[src/rtl/vram_writer_pkg.sv]
// Shared constants and types for the VRAM write-side master.
// Holds the VRAM address map, request payload layout and FSM encodings.
package vram_writer_pkg;

    localparam int unsigned VRAM_ADDR_WIDTH = 12;
    localparam int unsigned ADDR_CNT_WIDTH  = VRAM_ADDR_WIDTH + 1;
    localparam int unsigned DATA_WIDTH      = 8;
    localparam int unsigned LEN_WIDTH       = 12;

    // Region map: PMF, PMB, NTBL, OBM; everything at or above VRAM_SIZE is unmapped
    localparam logic [VRAM_ADDR_WIDTH-1:0] PMF_BASE  = 12'h000;
    localparam logic [VRAM_ADDR_WIDTH-1:0] PMB_BASE  = 12'h200;
    localparam logic [VRAM_ADDR_WIDTH-1:0] NTBL_BASE = 12'h400;
    localparam logic [VRAM_ADDR_WIDTH-1:0] OBM_BASE  = 12'h800;
    localparam int unsigned VRAM_SIZE_DEFAULT = 2304;

    typedef enum logic [1:0] {
        ST_IDLE   = 2'd0,
        ST_SINGLE = 2'd1,
        ST_FILL   = 2'd2
    } state_t;

    // One queued request: 1 + 12 + 8 + 12 = 33 bits
    typedef struct packed {
        logic                       fill;
        logic [VRAM_ADDR_WIDTH-1:0] address;
        logic [DATA_WIDTH-1:0]      data;
        logic [LEN_WIDTH-1:0]       length;
    } vram_req_t;

endpackage

[src/rtl/vram_req_fifo.sv]
// Synchronous request FIFO; full/empty derived from pointers carrying a wrap bit.
// Ports: clk, rst (sync, active-high), push/push_data, pop/pop_data (head, valid
// while !empty), full, empty. Push when full and pop when empty are ignored.
module vram_req_fifo
    import vram_writer_pkg::*;
#(
    parameter int unsigned FIFO_DEPTH = 4
) (
    input  logic      clk,
    input  logic      rst,
    input  logic      push,
    input  vram_req_t push_data,
    input  logic      pop,
    output vram_req_t pop_data,
    output logic      full,
    output logic      empty
);

    localparam int unsigned PTR_W = $clog2(FIFO_DEPTH);

    vram_req_t          mem [FIFO_DEPTH];
    logic [PTR_W:0]     wr_ptr;
    logic [PTR_W:0]     rd_ptr;
    logic               do_push;
    logic               do_pop;

    assign do_push  = push && !full;
    assign do_pop   = pop && !empty;
    assign empty    = (wr_ptr == rd_ptr);
    assign full     = (wr_ptr[PTR_W] != rd_ptr[PTR_W]) &&
                      (wr_ptr[PTR_W-1:0] == rd_ptr[PTR_W-1:0]);
    assign pop_data = mem[rd_ptr[PTR_W-1:0]];

    // Pointer update; a pop on a full FIFO frees its slot for the next cycle only
    always_ff @(posedge clk) begin
        if (rst) begin
            wr_ptr <= '0;
            rd_ptr <= '0;
        end else begin
            if (do_push) wr_ptr <= wr_ptr + (PTR_W+1)'(1);
            if (do_pop)  rd_ptr <= rd_ptr + (PTR_W+1)'(1);
        end
    end

    // Storage needs no reset; entries are only read behind the write pointer
    always_ff @(posedge clk) begin
        if (do_push) mem[wr_ptr[PTR_W-1:0]] <= push_data;
    end

endmodule

[src/rtl/vram_writer.sv]
// VRAM write-side master: queues CPU byte-write/fill requests and drains them onto
// the GPU VRAM port as one-cycle cs strobes while write_window (vblank) is open.
// Ports: clk, rst (sync, active-high); req_valid/req_ready/req_fill/req_address/
// req_data/req_length request side; write_window; vram_data/vram_address/vram_cs
// to GPU; busy; range_err (sticky) with err_clear.
module vram_writer
    import vram_writer_pkg::*;
#(
    parameter int unsigned FIFO_DEPTH = 4,
    parameter int unsigned VRAM_SIZE  = VRAM_SIZE_DEFAULT
) (
    input  logic                       clk,
    input  logic                       rst,
    input  logic                       req_valid,
    output logic                       req_ready,
    input  logic                       req_fill,
    input  logic [VRAM_ADDR_WIDTH-1:0] req_address,
    input  logic [DATA_WIDTH-1:0]      req_data,
    input  logic [LEN_WIDTH-1:0]       req_length,
    input  logic                       write_window,
    output logic [DATA_WIDTH-1:0]      vram_data,
    output logic [VRAM_ADDR_WIDTH-1:0] vram_address,
    output logic                       vram_cs,
    output logic                       busy,
    output logic                       range_err,
    input  logic                       err_clear
);

    localparam logic [ADDR_CNT_WIDTH-1:0] SIZE_LIMIT = ADDR_CNT_WIDTH'(VRAM_SIZE);

    state_t                      state;
    logic [ADDR_CNT_WIDTH-1:0]   cur_addr;
    logic [DATA_WIDTH-1:0]       cur_data;
    logic [LEN_WIDTH-1:0]        remaining;
    vram_req_t                   in_req;
    vram_req_t                   head;
    logic                        fifo_full;
    logic                        fifo_empty;
    logic                        in_range;

    assign in_req    = '{fill: req_fill, address: req_address, data: req_data, length: req_length};
    assign req_ready = !fifo_full;
    assign busy      = !fifo_empty || (state != ST_IDLE);
    assign in_range  = (cur_addr < SIZE_LIMIT);

    vram_req_fifo #(
        .FIFO_DEPTH (FIFO_DEPTH)
    ) u_fifo (
        .clk       (clk),
        .rst       (rst),
        .push      (req_valid),
        .push_data (in_req),
        .pop       (state == ST_IDLE),
        .pop_data  (head),
        .full      (fifo_full),
        .empty     (fifo_empty)
    );

    // Request sequencer, address counter, error flag and output registers
    always_ff @(posedge clk) begin
        if (rst) begin
            state        <= ST_IDLE;
            cur_addr     <= '0;
            cur_data     <= '0;
            remaining    <= '0;
            vram_cs      <= 1'b0;
            vram_data    <= '0;
            vram_address <= '0;
            range_err    <= 1'b0;
        end else begin
            vram_cs <= 1'b0;
            if (err_clear) range_err <= 1'b0;

            case (state)
                ST_IDLE: begin
                    if (!fifo_empty) begin
                        cur_addr  <= {1'b0, head.address};
                        cur_data  <= head.data;
                        remaining <= head.fill ? head.length : '0;
                        state     <= head.fill ? ST_FILL : ST_SINGLE;
                    end
                end
                ST_SINGLE, ST_FILL: begin
                    // Closed window holds everything, so resuming neither repeats nor skips
                    if (write_window) begin
                        vram_address <= cur_addr[VRAM_ADDR_WIDTH-1:0];
                        vram_data    <= cur_data;
                        // Out-of-range bytes are consumed silently; set beats a same-cycle clear
                        if (in_range) vram_cs   <= 1'b1;
                        else          range_err <= 1'b1;
                        cur_addr  <= cur_addr + ADDR_CNT_WIDTH'(1);
                        remaining <= remaining - LEN_WIDTH'(1);
                        if ((state == ST_SINGLE) || (remaining == '0)) state <= ST_IDLE;
                    end
                end
                default: state <= ST_IDLE;
            endcase
        end
    end

endmodule
[config.mk]
export PLATFORM = sky130hd
export DESIGN_NAME = vram_writer
export DESIGN_NICKNAME = d
export VERILOG_FILES = /design/src/rtl/vram_writer_pkg.sv /design/src/rtl/vram_req_fifo.sv /design/src/rtl/vram_writer.sv
export SDC_FILE = /design/constraint.sdc
export NUM_CORES = 1
export LEC_CHECK = 0
export BUFFER_PORTS_ARGS = -buffer_cell sky130_fd_sc_hd__buf_2
export CAP_MARGIN = 20
export CORE_ASPECT_RATIO = 1.1
export CORE_MARGIN = 3
export CORE_UTILIZATION = 25
export CTS_CLUSTER_SIZE = 25
export DETAILED_ROUTE_END_ITERATION = 7
export PLACE_DENSITY = 0.5
export SLEW_MARGIN = 25
export SYNTH_ARGS = -nofsm -noshare
export SYNTH_HDL_FRONTEND = slang
export SYNTH_SLANG_ARGS = --single-unit
[constraint.sdc]
create_clock -name clk -period 5.1 [get_ports clk]
set_input_delay 0.51 -clock clk [delete_from_list [all_inputs] [get_ports clk]]
set_output_delay 0.51 -clock clk [all_outputs]
set_load 0.1 [all_outputs]
==> run metrics, run 1 <==
setup repair after global routing missed its margin false; warnings from Yosys 0; fraction of power spent switching nets between 30% and 40%; Int Power about 3.4 mW; initial antenna violation count 4; critical path endpoint category flop; switching component of the power 1.89 mW; Most Crowded Layer GR met2; largest net degree at the start of global routing 70; FILL cells 3171; Global Route Usage Sum between 10% and 20%; worst hold slack about 0.29 ns; share of synthesized area occupied by flip-flops and latches 66.5%; clock sink total slightly below 200; kind of start point of the critical path flop; worst path required time 5.47 ns; library cell with the largest summed area after synthesis edfxtp_1; final critical-path setup slack between 2 and 3 ns; Max-cap violations 0; total leakage power 3.14 nW; highest net fanout along the worst path 30; deepest clock path buffer count 2; buffer cell driving the clock tree root clkbuf_16; fraction of final layout cells with drive strength greater than 1 a little under a quarter; number of hold violations in the final report 0; met2 GRT Util 16.3%; relative contribution of sequential cells to total power between 40% and 50%; EDFF count, synth between 100 and 150; Final Max Slew Viols 0; share of power burned in the clock network 25.1%; CTS clock-pin slew for the worst setup and hold paths 0.07 ns; Worst IR Drop VDD a little under 300 µV; mapped cell area 7910 µm²; Place WS ~2.6 ns; global-route track usage on met1 ~14%; site row count 67; count of mapped cells out of synthesis 567; critical setup path kind reg2reg; cell types with the largest area share after synthesis edfxtp_1 50%, dfxtp_1 16%, mux4_2 9.4%; die outline area between 30000 and 40000 µm²; Top-Level Pins 62; via count of the first global-routing pass roughly 4600; worst hold-check path type in2reg; maximum clock skew at final layout around 0.011 ns; total of flip-flops plus latches after synthesis 197; routability congestion estimate about 0.74; WL final between 15000 and 20000 µm; placed inst area between 8000 and 9000 µm²; wire length of the first global-routing pass 27000 µm; number of endpoints failing setup at the final stage 0; Buffers on Ports about 60; Clock Latency Late Sink around 0.43 ns; worst slew slack as a fraction of its limit 38.0%; Area growth syn-to-layout 17.3%; Avg Cell Area, Syn about 14 µm²; vias per std cell approximately 4.4; post-synth net total between 600 and 700; critical path's slowest cell o311ai_0; non-filler instance count after layout around 1100; via total after detailed routing around 4600; Top cell by count, worst path inv_1; Post-CTS Repair Setup Buffers 0; global-route track usage on met3 under 10%; wire length per cell after detailed routing between 15 and 20 µm; Horiz. Die Dim 176 µm; GRT Residual Overflow 0; Arrival @ worst endpoint between 2 and 3 ns; maximum level of the CTS H-tree 4; number of nets at the end of the flow a little under 700; number of buffers inserted during clock tree synthesis 17; post-detailed-route count of antenna-violating nets 0; clock tree from TritonCTS done; ratio of total power to cell area ~570 nW/µm²; final instance area between 9000 and 10000 µm²; share of the clock period used by the worst path approximately half; detailed-routing iteration count for the pre-antenna-repair pass 4; achievable clock frequency 396 MHz; final period demand of the worst path between 2 and 3 ns; fraction of synthesized cell area taken by the top area cell type 50.1%; Final TNS setup 0 ns; height of the die slightly below 200 µm; relative contribution of combinational cells to total power 34.7%; share of synthesized flip-flops with an asynchronous set or reset 0%; DP Wirelength around 11000 µm; Worst Max-Slew Pin Slew 0.928 ns; CTS Hold Buffers Added 0; number of instances in the placed design 1021; initial core utilization between 20% and 30%; status complete, no violations; starting DRC count in detailed routing 304; count of cells resized by post-cts repair 0; # DRC 0; worst stage delay on the critical path just over 0.6 ns; cell-by-cell trace of the critical path inv_1, ha_1, buf_4, inv_1, o311ai_0, mux2_2, nor2_1; most common flop cell mapped by yosys edfxtp_1; library cells used by synthesis 54; standard cell core area 30800 µm²
[worst paths after layout]
check                                      from                end  slack (ns)  depth (start not counted)
worst max-delay path                   state[0]           state[1]        2.58                          7
worst min-delay path                req_data[2]  u_fifo.mem[3][14]        0.29                          1
worst max register to register         state[0]           state[1]        2.58                          7
worst min register to register  vram_address[5]    vram_address[5]        0.45                          2
[cells in the final DEF (no fill, tap or decap), types with 3 or more instances in the layout]
cell,n
a311oi_1,6
a31oi_1,4
clkbuf_1,3
nand3_1,16
and2_1,5
mux4_2,33
nand2b_1,7
xor2_1,4
clkinvlp_4,3
nand2_1,69
buf_4,10
o21ai_0,13
a211oi_1,3
inv_1,13
xnor2_1,10
mux2i_1,9
dfxtp_1,64
nand4_1,3
nor3_1,9
and3_1,4
clkbuf_16,17
buf_2,61
or4b_1,3
ha_1,10
a21oi_1,40
clkinv_4,3
o32ai_1,6
edfxtp_1,132
o31a_1,4
nor2_1,36
[power by group through the flow]
stage | clock, mW | sequential (mW) | combinational, mW
final | 1.32 | 2.11 | 1.82
after global placement | 0 | 2.15 | 1.84
after detailed placement | 0 | 2.15 | 1.84
after global routing | 1.43 | 2.15 | 2.03
after CTS | 1.36 | 2.12 | 1.85
after floorplan | 0 | 2.14 | 1.38
[final cells by class]
class                      count  area, µm²  area share [%]
multi-input combinational    326       2470            26.6
antenna                        2       5.00          0.0539
sequential                   197       5270            56.8
inverter                      13       48.8           0.526
tap                          414        518            5.58
timing repair buffer          71        380            4.10
clock buffer                  22        464            5.00
clock inverter                10        123            1.32
[routing by layer]
metal	vias up	share of wire, %
li1	2250	-
met1	2273	47
met2	70	48
met3	23	3.9
met4	6	1.5
met5	-	0.20
[worst max-delay path: cells and delay by family (launching register included)]
| kind | cells | cell delay, ns |
|---|---|---|
| adder cells (fa/ha/maj) | 1 | 0.27 |
| flip-flops | 1 | 0.35 |
| AND/OR/NAND/NOR | 1 | 0.08 |
| AO/OA/AOI/OAI | 1 | 0.62 |
| multiplexers | 1 | 0.39 |
| buffers and inverters | 3 | 0.74 |
[sequential cells by signal, indices dropped and copies added (netlist names), named ones only]
name / cells
cur_addr: 13
cur_data: 8
range_err: 1
remaining: 12
state: 2
u_fifo.mem: 132
u_fifo.rd_ptr: 3
u_fifo.wr_ptr: 3
vram_address: 12
vram_cs: 1
vram_data: 8
[cells by family (layout without fill, tap and decap cells)]
logic type / after synthesis / count (layout) / synth area share (%)
fa+ha+maj: 10 / 10 / 1.58
compound gates: 93 / 93 / 7.61
mux: 43 / 43 / 10.7
flops: 197 / 197 / 66.5
xor+xnor: 14 / 14 / 1.55
buf+inv: 44 / 116 / 2.21
other cells: 0 / 2 / 0
simple gates: 166 / 166 / 9.84
[cell usage after synthesis, drive strengths merged (3+ instances only)]
library cell / number
and3: 4
nand2: 69
a21oi: 41
edfxtp: 132
nor2: 36
ha: 10
a211oi: 3
nor3: 9
or4b: 3
dfxtp: 65
o21ai: 13
xor2: 4
o31a: 6
clkbuf: 23
nand3: 17
o32ai: 6
mux4: 33
and2: 6
xnor2: 10
buf: 8
nand4: 3
nand2b: 7
mux2i: 9
a31oi: 4
a311oi: 6
inv: 13
[through the flow]
stage | total power [mW] | util [%]
after detailed placement | 3.99 | 28.2
final | 5.26 | 30.1
after floorplan | 3.52 | -
after CTS | 5.33 | 30.1
after global placement | 4.00 | 28.2
after global routing | 5.60 | 30.1
(Power assumes the default switching activity.)
==> run 2, diff against run 1 <==
--- a/config.mk
+++ b/config.mk
@@ -12,7 +12,7 @@
 export CORE_UTILIZATION = 25
 export CTS_CLUSTER_SIZE = 25
 export DETAILED_ROUTE_END_ITERATION = 7
-export PLACE_DENSITY = 0.5
+export PLACE_DENSITY = 0.51
 export SLEW_MARGIN = 25
 export SYNTH_ARGS = -nofsm -noshare
 export SYNTH_HDL_FRONTEND = slang
==> constraint.sdc (replaced) <==
create_clock -name clk -period 2.2 [get_ports clk]
set_input_delay 0.22 -clock clk [delete_from_list [all_inputs] [get_ports clk]]
set_output_delay 0.22 -clock clk [all_outputs]
set_load 0.1 [all_outputs]
==> run metrics, run 2 (synthesis results as in run 1) <==
# DRC 0; buffer cell driving the clock tree root clkbuf_16; fraction of final layout cells with drive strength greater than 1 25.2%; cell-by-cell trace of the critical path inv_1, ha_4, nand2b_1, or4b_1, or4b_1, a21o_1, a21oi_2; Global Route Usage Sum 10.6%; critical path endpoint category flop; ratio of total power to cell area between 1000 and 1500 nW/µm²; site row count 67; via count of the first global-routing pass roughly 4900; CTS clock-pin slew for the worst setup and hold paths 0.08 ns; number of buffers inserted during clock tree synthesis 17; Horiz. Die Dim ~180 µm; Final Total Pwr roughly 12 mW; post-detailed-route count of antenna-violating nets 0; clock sink total approximately 200; maximum clock skew at final layout 0.0209 ns; cell count of the worst reg-to-reg path 7; critical setup path kind reg2reg; clock tree from TritonCTS done; area of all sequential standard cells between 5000 and 6000 µm²; Clock Latency Late Sink between 0.4 and 0.5 ns; final critical-path setup slack ~0.16 ns; most frequent standard cell in the layout excluding fill and tap cells edfxtp_1; Top-Level Pins 62; Area growth syn-to-layout 23.8%; flip-flop count of the largest register, all copies and words added between 100 and 150; worst hold-check path type in2reg; Worst IR Drop VDD ~950 µV; number of nets at the end of the flow a little over 700; standard cell core area roughly 31000 µm²; WL final approximately 17000 µm; final period demand of the worst path roughly 2.0 ns; wire length per cell after detailed routing 15.6 µm; setup repair after global routing missed its margin false; top library cells by usage in the layout, fill and taps aside 132 x edfxtp_1, 69 x nand2_1, 61 x dfxtp_1, 61 x buf_2, 40 x a21oi_1; Place WS between 0.1 and 0.15 ns; total leakage power roughly 3.4 nW; worst hold slack roughly 0.021 ns; Max-cap violations 0; status complete, no violations; Worst Max-Slew Pin Slew between 0.5 and 0.6 ns; worst slew slack as a fraction of its limit between 60% and 70%; routability congestion estimate around 0.78; number of endpoints failing setup at the final stage 0; highest net fanout along the worst path 6; GRT Residual Overflow 0; maximum level of the CTS H-tree 4; initial core utilization 25.6%; kind of start point of the critical path flop; Arrival @ worst endpoint between 2 and 2.5 ns; Top cell by count, worst path or4b_1; vias per std cell between 4 and 5; worst path required time ~2.6 ns; via total after detailed routing approximately 4800; initial antenna violation count 0; share of the clock period used by the worst path between 90 and 100%; Post-CTS Repair Setup Buffers 0; detailed-routing iteration count for the pre-antenna-repair pass 5; number of instances on the worst hold path 1; DP Wirelength about 12000 µm; area of combinational cells with multiple inputs 2500 µm²; wire length of the first global-routing pass approximately 28000 µm; height of the die between 150 and 200 µm; worst stage delay on the critical path 0.48 ns; FILL cells roughly 3100; starting DRC count in detailed routing between 400 and 500; largest net degree at the start of global routing a little over 40; antenna cells 0; critical path's slowest cell or4b_1; Buffers on Ports between 60 and 70; achievable clock frequency between 400 and 500 MHz; Final Max Slew Viols 0; number of hold violations in the final report 0; die outline area roughly 34000 µm²; deepest clock path buffer count 2
## run 2: cell count changes in the layout (fill, tap and decap cells not counted), sizes merged, moves of 2 or more
cell         change
diode            -2
bufinv           -2
dlygate4sd3     +30
clkbuf           -5
buf             +18
inv              +6
## run 2: per-layer routing
metal / vias up / global-route usage (%) / wire (µm)
met5: - / 0 / 0
met4: 0 / 3.93 / 245
met3: 13 / 2.26 / 617
met2: 86 / 17.3 / 8220
met1: 2370 / 13.9 / 8120
li1: 2352 / - / -
## run 2: final timing paths
check	from	endpoint	slack [ns]
max	state[0]	cur_addr[12]	0.16
min	req_data[7]	u_fifo.mem[3][19]	0.02
max reg2reg	state[0]	cur_addr[12]	0.16
min reg2reg	vram_address[11]	vram_address[11]	0.45
## run 2: report_power, final
group          leakage, nW  switching [mW]  total (mW)  internal (mW)
Clock                0.262            1.41        2.89           1.47
Sequential            1.74           0.339        4.78           4.44
Combinational         1.37            2.80        4.80           2.00
Total                 3.38            4.56        12.5           7.91
## run 2: worst max-delay path, delay by kind of cell, from the launching register on
family / cells / cell delay, ns
and+or+nand+nor: 3 / 1.02
DFF: 1 / 0.34
AOI/OAI and AO/OA: 2 / 0.30
adders and majority gates: 1 / 0.26
buffers and inverters: 1 / 0.06
## run 2: what timing repair did
| item | in CTS | in global routing |
|---|---|---|
| resized for setup | 0 | 1 |
| endpoints found under the hold margin | 120 | 0 |
| hold buffers | 30 | 0 |
| setup endpoints to repair | 0 | 1 |
## run 2: cell type report
cell class,count,area share [%]
multi-input combinational,326,25.5
clock buffer,17,4.34
sequential,197,53.8
timing repair buffer,119,9.35
tap,414,5.29
clock inverter,15,1.23
inverter,13,0.498
## run 2: stage by stage
stage          setup TNS, ns  std cells  area (µm²)  util, %
2_1_floorplan         -10.71        567        7970        -
3_3_place_gp               0       1039        8950     29.0
3_5_place_dp               0       1039        8950     29.0
4_1_cts                    0       1101        9800     31.8
5_1_grt                    0       1101        9800     31.8
6_report                   0       1101        9800     31.8
==> run 3, diff against run 2 <==
--- a/config.mk
+++ b/config.mk
@@ -9,10 +9,10 @@
 export CAP_MARGIN = 20
 export CORE_ASPECT_RATIO = 1.1
 export CORE_MARGIN = 3
-export CORE_UTILIZATION = 25
+export CORE_UTILIZATION = 30
 export CTS_CLUSTER_SIZE = 25
 export DETAILED_ROUTE_END_ITERATION = 7
-export PLACE_DENSITY = 0.51
+export PLACE_DENSITY = 0.56
 export SLEW_MARGIN = 25
 export SYNTH_ARGS = -nofsm -noshare
 export SYNTH_HDL_FRONTEND = slang
==> constraint.sdc (replaced) <==
create_clock -name clk -period 1.9 [get_ports clk]
set_input_delay 0.19 -clock clk [delete_from_list [all_inputs] [get_ports clk]]
set_output_delay 0.19 -clock clk [all_outputs]
set_load 0.1 [all_outputs]
==> run metrics, run 3 (synthesis results as in run 1) <==
Final Max Slew Viols 0; number of hold violations in the final report 0; number of buffers inserted during clock tree synthesis 17; Arrival @ worst endpoint ~2.3 ns; CTS clock-pin slew for the worst setup and hold paths ~0.070 ns; die outline area about 28000 µm²; number of nets at the end of the flow approximately 750; routability congestion estimate between 0.7 and 0.8; via count of the first global-routing pass around 5200; wire length of the first global-routing pass 27500 µm; Most Crowded Layer GR met2; Clock Latency Late Sink between 0.4 and 0.5 ns; Max-cap violations 0; worst hold-check path type in2reg; maximum level of the CTS H-tree 4; Place WS -0.110 ns; global-route track usage on met1 15.4%; maximum clock skew at final layout 0.00937 ns; # DRC 0; Worst IR Drop VDD ~860 µV; flip-flop count of the largest register, all copies and words added 132; worst slew slack as a fraction of its limit 66.9%; FILL cells roughly 2500; site row count 61; top library cells by usage in the layout, fill and taps aside 132 x edfxtp_1, 69 x nand2_1, 62 x buf_2; status complete, but fails checks; worst path required time between 2 and 2.5 ns; worst hold slack between 0.07 and 0.08 ns; fraction of final layout cells with drive strength greater than 1 a little under a third; ratio of total power to cell area about 1500 nW/µm²; number of endpoints failing setup at the final stage 1; post-detailed-route count of antenna-violating nets 0; Buffers on Ports 61; initial core utilization 30.9%; largest net degree at the start of global routing just over 40; standard cell core area about 26000 µm²; final critical-path setup slack -0.0642 ns; critical path endpoint category flop; detailed-routing iteration count for the pre-antenna-repair pass 5; clock tree from TritonCTS done; initial antenna violation count 0; setup repair after global routing missed its margin true; final period demand of the worst path approximately 2 ns; most frequent standard cell in the layout excluding fill and tap cells edfxtp_1; share of the clock period used by the worst path 103%; number of instances in the placed design 990; highest net fanout along the worst path 3; wire length per cell after detailed routing 16.4 µm; met2 GRT Util about a fifth; vias per std cell 4.81; GRT Residual Overflow 0; WL final about 17000 µm; global-route track usage on met3 ~2.5%; critical setup path kind reg2reg; height of the die between 150 and 200 µm; number of instances on the worst hold path 4; Worst Max-Slew Pin Slew ~0.5 ns; non-filler instance count after layout approximately 1100; Top-Level Pins 62; DP Wirelength 11800 µm; starting DRC count in detailed routing approximately 370; Area growth syn-to-layout 26.8%; buffer cell driving the clock tree root clkbuf_16; clock sink total between 150 and 200; kind of start point of the critical path flop; deepest clock path buffer count 2; Global Route Usage Sum approximately an eighth; failing checks setup timing; via total after detailed routing a little over 5000; cell count of the worst reg-to-reg path 7; achievable clock frequency just over 500 MHz; antenna cells 0; Horiz. Die Dim around 160 µm; total leakage power 3.54 nW
==> run 3: cell types whose count changed in the layout (fill, tap and decap cells not counted), sizes merged <==
cell | previous run | this run
buf | 89 | 111
inv | 20 | 19
clkinvlp | 3 | 2
clkinv | 5 | 7
dlygate4sd3 | 30 | 33
==> run 3: what timing repair did <==
action / 4_1_cts / 5_1_grt
pin swaps: 4 / 3
cloned: 0 / 1
buffers inserted: 1 / 1
endpoints found under the hold margin: 132 / 0
gates resized for setup: 11 / 12
hold buffers: 33 / 0
setup endpoints to repair: 4 / 11
==> run 3: power breakdown <==
group          switching (mW)  internal [mW]  leakage, nW
registers               0.355           5.15         1.75
logic                    3.60           2.82         1.51
clock network            1.71           1.75        0.280
==> run 3: metrics by stage <==
stage	power, mW	setup TNS, ns	area (µm²)	util (%)
after floorplan	9.57	-18.81	7970	-
after global placement	11.4	-0.0584	9010	35.1
after detailed placement	11.5	-0.115	9010	35.1
after CTS	15.2	-0.0507	9970	38.9
after global routing	16.3	-0.194	10000	39.1
final	15.4	-0.0642	10000	39.1
==> run 3: area by class of cell <==
class / count / area, µm² / area share, %
clock buffer: 17 / 425 / 4.24
clock inverter: 15 / 160 / 1.60
inverter: 13 / 48.8 / 0.486
multi-input combinational: 326 / 2570 / 25.7
sequential: 197 / 5280 / 52.6
tap: 346 / 433 / 4.31
timing repair buffer: 144 / 1120 / 11.1
==> run 3: worst paths after layout <==
path / start / end / slack (ns)
worst max-delay path: state[1] / cur_addr[12] / -0.06
worst min-delay path: err_clear / range_err / 0.08
worst max register to register: state[1] / cur_addr[12] / -0.06
worst min register to register: vram_address[6] / vram_address[6] / 0.45
==> run 3: routing by layer <==
metal | part of all wire (%) | up-vias
met3 | 4.6 | 22
li1 | - | 2401
met4 | 1.9 | 0
met2 | 50 | 125
met1 | 43 | 2538
met5 | 0 | -
==> run 3: worst max-delay path: stages, from the launching register on <==
cell      delay [ns]
dfxtp_2         0.33
inv_2           0.05
ha_4            0.25
nand2b_4        0.07
or4b_4          0.45
or4b_1          0.47
a21o_1          0.18
a21oi_2         0.11
